## config.mk

```make
export PLATFORM = sky130hd
export DESIGN_NAME = rx_scan_sched
export DESIGN_NICKNAME = d
export VERILOG_FILES = /design/src/rtl/rx_scan_pkg.sv /design/src/rtl/rx_scan_timer.sv /design/src/rtl/rx_scan_sched.sv
export SDC_FILE = /design/constraint.sdc
export NUM_CORES = 1
export LEC_CHECK = 0
export ABC_CLOCK_PERIOD_IN_PS = 3920
export CAP_MARGIN = 30
export CORE_MARGIN = 10
export CORE_UTILIZATION = 53
export DETAILED_ROUTE_END_ITERATION = 16
export GPL_TIMING_DRIVEN = 0
export PLACE_DENSITY = 0.77
export SLEW_MARGIN = 20
export SYNTH_ARGS = -nofsm -noshare
export SYNTH_HDL_FRONTEND = slang
export SYNTH_SLANG_ARGS = --single-unit
```

## constraint.sdc

```tcl
create_clock -name clks -period 3.92 [get_ports clks]
set_input_delay 0.392 -clock clks [delete_from_list [all_inputs] [get_ports clks]]
set_output_delay 0.392 -clock clks [all_outputs]
set_load 0.02 [all_outputs]
```

## src/rtl/rx_scan_pkg.sv

```systemverilog
// rtl/rx_scan_pkg.sv - shared types and constants for the receive-channel scan scheduler
// Contents: FSM state enum, channel index width, channel-to-mux-address table.
package rx_scan_pkg;

    localparam int CH_W = 3;

    typedef enum logic [2:0] {
        ST_IDLE,
        ST_SETTLE,
        ST_CONVERT,
        ST_ADVANCE,
        ST_DONE
    } state_t;

    // Channel index -> mux address. Identity today; a board-level remap of the
    // analog mux inputs is made here and nowhere else.
    localparam logic [7:0][CH_W-1:0] CH_ADDR_TBL = {
        3'd7, 3'd6, 3'd5, 3'd4, 3'd3, 3'd2, 3'd1, 3'd0
    };

    function automatic logic [CH_W-1:0] ch_to_addr(input logic [CH_W-1:0] ch);
        return CH_ADDR_TBL[ch];
    endfunction

endpackage

```

## src/rtl/rx_scan_timer.sv

```systemverilog
// rtl/rx_scan_timer.sv - loadable down-counter with expiry flag
// Ports:
//   clks     in   system clock
//   rst      in   synchronous active-high reset
//   load     in   load load_val (has priority over dec)
//   dec      in   decrement, saturating at zero
//   load_val in   W-bit reload value
//   count    out  current count
//   expired  out  count is zero
module rx_scan_timer #(
    parameter int W = 16
) (
    input  logic         clks,
    input  logic         rst,
    input  logic         load,
    input  logic         dec,
    input  logic [W-1:0] load_val,
    output logic [W-1:0] count,
    output logic         expired
);

    always_ff @(posedge clks) begin
        if (rst) begin
            count <= '0;
        end else if (load) begin
            count <= load_val;
        end else if (dec && (count != '0)) begin
            count <= count - W'(1);
        end
    end

    assign expired = (count == '0);

endmodule

```

## src/rtl/rx_scan_sched.sv

```systemverilog
// rtl/rx_scan_sched.sv - receive-channel scan scheduler for an 8:1 analog receive mux
// Optional feature macro: RX_SCAN_TIMEOUT_EN (CONVERT watchdog and timeout_err).
// Ports:
//   clks        in   system clock, rising edge
//   rst         in   synchronous active-high reset
//   scan_start  in   pulse: begin a scan (ignored while busy)
//   start_ch    in   first channel, sampled with scan_start
//   adc_done    in   pulse: ADC summation finished (accepted only in CONVERT)
//   mux_addr    out  registered mux address
//   mux_en      out  mux enable, high SETTLE..ADVANCE
//   adc_start   out  pulse: start ADC summation for current channel
//   ch_idx      out  channel currently being received
//   ch_done     out  pulse on accepted adc_done
//   busy        out  high outside IDLE
//   scan_done   out  pulse after the last channel
//   timeout_err out  sticky watchdog error (0 without RX_SCAN_TIMEOUT_EN)
module rx_scan_sched
    import rx_scan_pkg::*;
#(
    parameter int NUM_CH      = 7,
    parameter int SETTLE_CYC  = 16,
    parameter int TIMEOUT_CYC = 4096
) (
    input  logic            clks,
    input  logic            rst,
    input  logic            scan_start,
    input  logic [CH_W-1:0] start_ch,
    input  logic            adc_done,
    output logic [CH_W-1:0] mux_addr,
    output logic            mux_en,
    output logic            adc_start,
    output logic [CH_W-1:0] ch_idx,
    output logic            ch_done,
    output logic            busy,
    output logic            scan_done,
    output logic            timeout_err
);

    // One timer serves both settle and watchdog, so it is sized for the larger.
    localparam int TMR_MAX = (SETTLE_CYC > TIMEOUT_CYC) ? SETTLE_CYC : TIMEOUT_CYC;
    localparam int TMR_W   = $clog2(TMR_MAX + 1);

    state_t            state;
    logic [3:0]        cnt;
    logic [CH_W-1:0]   first_ch;
    logic [CH_W-1:0]   next_ch;
    logic              last_ch;

    logic              tmr_load;
    logic              tmr_dec;
    logic [TMR_W-1:0]  tmr_val;
    logic [TMR_W-1:0]  tmr_cnt;
    logic              tmr_expired;

    assign first_ch = ({1'b0, start_ch} >= 4'(NUM_CH)) ? '0 : start_ch;
    // Explicit wrap so a non-power-of-two NUM_CH never drives an unused address.
    assign next_ch  = (ch_idx == CH_W'(NUM_CH - 1)) ? '0 : ch_idx + 1'b1;
    // cnt is 4 bits so NUM_CH=8 compares against 8, not an aliased 0.
    assign last_ch  = (cnt == 4'(NUM_CH));

    // Timer is loaded with SETTLE_CYC-1 on SETTLE entry; SETTLE ends on the
    // cycle it reads zero, giving exactly SETTLE_CYC cycles of address hold.
    always_comb begin
        tmr_load = 1'b0;
        tmr_dec  = 1'b0;
        tmr_val  = TMR_W'(SETTLE_CYC - 1);
        case (state)
            ST_IDLE:    tmr_load = scan_start;
            ST_SETTLE: begin
                tmr_dec = 1'b1;
`ifdef RX_SCAN_TIMEOUT_EN
                if (tmr_expired) begin
                    tmr_load = 1'b1;
                    tmr_val  = TMR_W'(TIMEOUT_CYC - 1);
                end
`endif
            end
`ifdef RX_SCAN_TIMEOUT_EN
            ST_CONVERT: tmr_dec = 1'b1;
`endif
            ST_ADVANCE: tmr_load = !last_ch;
            default:    ;
        endcase
    end

    rx_scan_timer #(.W(TMR_W)) u_timer (
        .clks     (clks),
        .rst      (rst),
        .load     (tmr_load),
        .dec      (tmr_dec),
        .load_val (tmr_val),
        .count    (tmr_cnt),
        .expired  (tmr_expired)
    );

    always_ff @(posedge clks) begin
        if (rst) begin
            state     <= ST_IDLE;
            cnt       <= '0;
            mux_addr  <= '0;
            mux_en    <= 1'b0;
            adc_start <= 1'b0;
            ch_idx    <= '0;
            ch_done   <= 1'b0;
            busy      <= 1'b0;
            scan_done <= 1'b0;
`ifdef RX_SCAN_TIMEOUT_EN
            timeout_err <= 1'b0;
`endif
        end else begin
            adc_start <= 1'b0;
            ch_done   <= 1'b0;
            scan_done <= 1'b0;
            unique case (state)
                ST_IDLE: begin
                    if (scan_start) begin
                        ch_idx    <= first_ch;
                        mux_addr  <= ch_to_addr(first_ch);
                        cnt       <= '0;
                        mux_en    <= 1'b1;
                        busy      <= 1'b1;
                        // With a one-cycle settle the pulse lands in the first SETTLE cycle.
                        adc_start <= (SETTLE_CYC == 1);
`ifdef RX_SCAN_TIMEOUT_EN
                        timeout_err <= 1'b0;
`endif
                        state     <= ST_SETTLE;
                    end
                end
                ST_SETTLE: begin
                    // adc_start is registered, so it is raised one cycle ahead
                    // to coincide with the final SETTLE cycle.
                    if (tmr_expired) begin
                        state <= ST_CONVERT;
                    end else begin
                        adc_start <= (tmr_cnt == TMR_W'(1));
                    end
                end
                ST_CONVERT: begin
                    if (adc_done) begin
                        ch_done <= 1'b1;
                        cnt     <= cnt + 4'd1;
                        state   <= ST_ADVANCE;
                    end
`ifdef RX_SCAN_TIMEOUT_EN
                    else if (tmr_expired) begin
                        timeout_err <= 1'b1;
                        cnt         <= cnt + 4'd1;
                        state       <= ST_ADVANCE;
                    end
`endif
                end
                ST_ADVANCE: begin
                    if (last_ch) begin
                        mux_en    <= 1'b0;
                        scan_done <= 1'b1;
                        state     <= ST_DONE;
                    end else begin
                        ch_idx    <= next_ch;
                        mux_addr  <= ch_to_addr(next_ch);
                        adc_start <= (SETTLE_CYC == 1);
                        state     <= ST_SETTLE;
                    end
                end
                ST_DONE: begin
                    busy  <= 1'b0;
                    state <= ST_IDLE;
                end
                default: state <= ST_IDLE;
            endcase
        end
    end

`ifndef RX_SCAN_TIMEOUT_EN
    assign timeout_err = 1'b0;
`endif

endmodule
```

==> flow_summary.toml <==
[critical_path]
endpoint_kind = "register"
cpMostUsedCell = "a211oi_1"
crit_fanout = 6
critical_path_class = "register to register"
path_cells = "inv_1 > ha_1 > or3b_2 > or4_1 > buf_2 > a211oi_1 > a211oi_1"
cp_slowest_stage_delay_ns = 0.51
worst_r2r_path_depth = 7
required_ns = 4.12
cpMaxStageDelayCell = "or3b_2"
worstSetupStartpointType = "register"
arrival_ns = 2.46

[min_path]
hold_depth = 2
hold_path_class = "register to register"

[power]
peakVddDrop_v = 0.000428
leakage_nw = 0.602
p_per_area_mw_per_mm2 = 625
p_total_mw = 1.03

[clock_tree]
numCtsBuffers = 3
ctsHoldBuffers = 0
tritoncts = "yes"
cts_root_buf = "clkbuf_4"
cts_buffer_depth = 2
post-cts-setup-buffers = 0
post_cts_resized = 0
htree_num_levels = 1
cts.sinks = 28
clk_pin_slew_worst_paths_ns = 0.13
clk_latency_ns = 0.32

[routing]
via_per_inst = 6.07
ant_nets = 0
vias = 1306
drtIter0Drc = 133
wl_per_cell_um = 14.9
first_pass_iters = 4
post-route-drc-count = 0
finalWirelength_mm = 3.21

[flow_run]
max_cap_violations = 0

[cells_and_area]
n_antenna_cell = 0
syn_to_final_growth_pct = 16.2
nets = 197
drive_gt1_share_pct = 10.3
fin_util_pct = 65.5

[synthesis]
syn_area_mm2 = 0.00142
synth_seq_cells = 28
yosys_warnings = 0
synthArstFlopShare_pct = 0
ys_types = 47
avgSynthCellArea_um2 = 8.62
synth-main-ff-cell = "dfxtp_1"
ys_seq_area_share_pct = 39.4
synth_cells = 165
syn-num-nets = 175
synth_edf_count = 0

[floorplan]
die_height_um = 71.8
die_w_um = 71.8
std_cell_rows = 18
dieArea_mm2 = 0.00516
ios = 19
initial_core_util_pct = 56.4
core_area_mm2 = 0.00252

[global_route]
grt_pass1_vias = 1237
grt_usage_pct = 13.1
grt.overflow.total = 0
grt_max_degree = 15
antenna_found_initial = 0
grt_pass1_wl_mm = 5.72

[sta]
post-route-period-util_pct = 57.5
fmax_mhz = 444
tns_ns = 0
hold_viol = 0
slew_violations = 0
fin_worst_skew_ns = 0.00761
slew_headroom_pct = 49.8
min_period_ns = 2.25
rsz0062_at_grt = "no"
setup_viol = 0
worst_pin_slew_ns = 0.742

[placed_design]
port_buffers = 17
gp_congestion = 0.851
dp_hpwl_mm = 2.40

[run_status]
status = "finished clean"
kinds of logic after synthesis:
kind of cell    count (synthesis)  synth area share (%)
xor+xnor                        4                  2.46
compound gates                 37                  16.7
simple gates                   76                  31.8
other cells                     1                 0.264
mux                             2                  1.41
fa+ha+maj                       3                  2.64
flops                          28                  39.4
buf+inv                        14                  5.28
metrics by stage:
step	worst slack, ns	instance area [um^2]	cells	hold slack (ns)
floorplan	1.86	1420	165	0.449
global placement	1.67	1630	212	0.464
detailed placement	1.66	1630	212	0.480
CTS	1.67	1650	215	0.500
global route	1.54	1650	215	0.521
finish	1.67	1650	215	0.495
power by group:
group	internal (mW)	leakage, nW	switching, mW	total, mW
combinational	0.226	0.360	0.297	0.523
sequential	0.339	0.228	0.0561	0.395
clock	0.0361	0.0138	0.0789	0.115
cell type report:
| cell class | instances | area, um^2 |
|---|---|---|
| multi-input cells | 123 | 787 |
| plain buffers | 12 | 67.6 |
| flip-flops and latches | 28 | 561 |
| repair buffers | 17 | 170 |
| well taps | 30 | 37.5 |
| fillers | 228 | 870 |
| clock buffers | 3 | 22.5 |
| inverters | 2 | 7.51 |
path summary, 6_finish.rpt:
path	start	to	slack (ns)
max reg2reg	u_timer.count[1]	u_timer.count[1]	1.67
min reg2reg	cnt[1]	cnt[1]	0.50
min	cnt[1]	cnt[1]	0.50
max	u_timer.count[1]	u_timer.count[1]	1.67
state kept, by name, summed over array words and instances (netlist names):
name           flops
busy               1
cnt                4
u_timer.count     13
mux_en             1
mux_addr           3
adc_start          1
scan_done          1
state              3
ch_done            1
per-layer routing:
metal / track usage [%] / share of wire (%) / routed length (um)
met1: 17.1 / 47 / 1510
met2: 20.4 / 47 / 1520
met3: 2.34 / 3.9 / 126
met4: 5.81 / 1.8 / 57
met5: 0 / 0 / 0
Yosys cell counts (all sizes together) (2+ instances only):
| cell type | instances | area share (%) |
|---|---|---|
| a31oi | 2 | 0.88 |
| or4 | 8 | 4.7 |
| nor4b | 2 | 1.2 |
| dfxtp | 28 | 39 |
| o21ai | 5 | 1.8 |
| a211oi | 7 | 3.7 |
| nand3 | 6 | 2.1 |
| or3b | 2 | 1.4 |
| buf | 8 | 3.7 |
| xor2 | 2 | 1.2 |
| nand2 | 11 | 2.9 |
| nor2 | 12 | 3.2 |
| nand3b | 2 | 1.1 |
| nand4b | 3 | 1.8 |
| ha | 3 | 2.6 |
| o31ai | 2 | 1.1 |
| nor3b | 3 | 1.9 |
| inv | 2 | 0.53 |
| or3 | 4 | 1.9 |
| nor3 | 11 | 3.9 |
| nor4 | 3 | 1.3 |
| clkbuf | 4 | 1.1 |
| xnor2 | 2 | 1.2 |
| mux2i | 2 | 1.4 |
| a21oi | 13 | 4.6 |
| nand2b | 3 | 1.3 |
cell usage in the layout, fill, tap and decap left out, drive strengths merged, types with 3 or more instances in the layout:
| cell | n |
|---|---|
| a211oi | 7 |
| a21oi | 13 |
| buf | 8 |
| clkbuf | 7 |
| clkdlybuf4s50 | 17 |
| dfxtp | 28 |
| ha | 3 |
| nand2 | 11 |
| nand2b | 3 |
| nand3 | 6 |
| nand4b | 3 |
| nor2 | 12 |
| nor3 | 11 |
| nor3b | 3 |
| nor4 | 3 |
| o21ai | 5 |
| or3 | 4 |
| or4 | 8 |
critical path: cells and delay by family, from the launching register on:
| family | cells | cell delay (ns) |
|---|---|---|
| compound gates | 2 | 0.31 |
| flops | 1 | 0.36 |
| simple gates | 2 | 0.98 |
| buf+inv | 2 | 0.26 |
| fa+ha+maj | 1 | 0.21 |
(Power assumes the default switching activity.)
==> RTL edit: new RTL, same flow settings <==
The option `RX_SCAN_TIMEOUT_EN` is turned on by a define.
--- a/src/rtl/rx_scan_sched.sv
+++ b/src/rtl/rx_scan_sched.sv
@@ -15,4 +15,6 @@
 //   scan_done   out  pulse after the last channel
 //   timeout_err out  sticky watchdog error (0 without RX_SCAN_TIMEOUT_EN)
+`define RX_SCAN_TIMEOUT_EN
+
 module rx_scan_sched
     import rx_scan_pkg::*;
Formal check against the unedited RTL: no difference found for any inputs over 10 cycles, from zero or initial values and one cycle with rst high; that may be too few to reach the edited logic, so the function may still have changed.
==> RTL edit against the original RTL <==
  * Power grew 39%
  * Sequential cell count grew 1
  * Routed wire length grew 41%
  * Count of clock-buffer cells in the layout grew 3
  * Setup slack gained 0.034 ns
  * Synthesized area grew 17%
  * Synthesized cell count grew 19%
  * Design area grew 18%
  * Largest power group unchanged
  * Clock power grew 54%
  * Clock skew grew 0.0046 ns
==> RTL edit: results (changes against the original RTL) <==
Setup path
  • CP peak stage delay: 0.75 ns (was 0.51 ns)
  • CP max FO: 9 (was 6)
  • Worst reg2reg startpoint: u_timer.count[0]$_SDFFE_PP0P_ (was u_timer.count[1]$_SDFFE_PP0P_)
  • CP max-delay cell: nor4b_2 (was or3b_2)

Placement
  • Pre-CTS WS: 1.42 ns (was 1.66 ns)
  • Port Buffers: 18 (was 17)

Min path
  • Worst Hold Depth: 1 (was 2)
  • Min-Delay Startpoint: timeout_err$_SDFFE_PP0P_ (was cnt[1]$_SDFFE_PP0P_)
  • WHS Endpoint: timeout_err$_SDFFE_PP0P_ (was cnt[1]$_SDFFE_PP0P_)

Yosys
  • Mux cell area share after synthesis: 0 (was 0.0141)
  • Area contributors post-synth: dfxtp_1, nor2_1, o21ai_0 (was dfxtp_1, a21oi_1, nor3_1)
  • Register area share after synthesis: 0.349 (was 0.394)
  • Synth Area in XOR/XNOR: 0.00527 (was 0.0246)
  • Synth cell count leaders: dfxtp_1, nor2_1, nand2_1 (was dfxtp_1, a21oi_1, nor2_1)
  • Synth Area in Adders: 0.0226 (was 0.0264)
  • Mapped Nets: 207 (was 175)
  • Compound-Gate Fraction of Synth Area: 0.245 (was 0.167)

Cells and area
  • Multi-input gates: 144 (was 123)
  • Signal buffers: 33 (was 29)
  • Share of cells above drive strength 1: 0.103 (about the same)
  • Number of fill cells: 273 (was 228)
  • Clock network area share: 0.0263 (was 0.0136)
  • Non-clk invs: 9 (was 2)

Global route
  • GR Layer Usage met2: 0.266 (was 0.204)
  • Vias in the first global route: 1629 (was 1237)
  • Global-route wire length before repair: 7910 um (was 5720 um)
  • Tot GR Track Use: 0.162 (was 0.131)
  • Grt met3 use: 0.0448 (was 0.0234)

Run status
  • Status: complete, no violations (unchanged)

Routing
  • DR iter-0 viols: 190 (was 133)
  • Met1 WL: 2050 um (was 1510 um)
  • Post-Route WL: 4530 um (was 3210 um)

Clock network
  • H-Tree Depth: 2 (was 1)
  • Latest clock arrival within the worst-skew pair: 0.34 ns (was 0.32 ns)

STA
  • Skew final: 0.0122 ns (was 0.00761 ns)

Power and ir drop
  • Psw: 698 uW (was 432 uW)
[RTL edit: cell types whose count changed after synthesis, moves of 3 or more]
| cell | delta |
|---|---|
| a21oi_1 | -5 |
| a31oi_1 | +4 |
| nor2_1 | +4 |
| a2111oi_0 | +3 |
| or3_1 | +5 |
| o31ai_1 | +4 |
| o21ai_0 | +4 |
| nand4b_1 | -3 |
| inv_1 | +7 |
| nor3_1 | -3 |
[RTL edit: power by group through the flow]
stage          Clock (uW)  Combinational, uW  Sequential (uW)
2_1_floorplan           0                575              461
3_3_place_gp            0                747              463
3_5_place_dp            0                780              469
4_1_cts               180                784              462
5_1_grt               194                886              477
6_report              177                796              466
[RTL edit: worst max-delay path by stage]
stage | start | to | cells after the start | slack [ns]
after floorplan | u_timer.count[0]$_SDFFE_PP0P_ | u_timer.count[11]$_SDFFE_PP0P_ | 7 | 2.08
final | scan_start | u_timer.count[10]$_SDFFE_PP0P_ | 5 | 1.70
after CTS | u_timer.count[0]$_SDFFE_PP0P_ | u_timer.count[9]$_SDFFE_PP0P_ | 7 | 1.71
after global placement | scan_start | u_timer.count[4]$_SDFFE_PP0P_ | 5 | 1.44
after detailed placement | scan_start | u_timer.count[4]$_SDFFE_PP0P_ | 5 | 1.42
after global routing | u_timer.count[0]$_SDFFE_PP0P_ | u_timer.count[11]$_SDFFE_PP0P_ | 7 | 1.49
[RTL edit: through the flow]
stage | total power, uW | cell area [um2] | std cells | hold WS (ns) | util
2_1_floorplan | 1040 | 1660 | 197 | 0.452 | -
3_3_place_gp | 1210 | 1900 | 259 | 0.452 | 0.627
3_5_place_dp | 1250 | 1900 | 259 | 0.458 | 0.627
4_1_cts | 1430 | 1950 | 267 | 0.476 | 0.644
5_1_grt | 1560 | 1950 | 267 | 0.504 | 0.644
6_report | 1440 | 1950 | 267 | 0.469 | 0.644
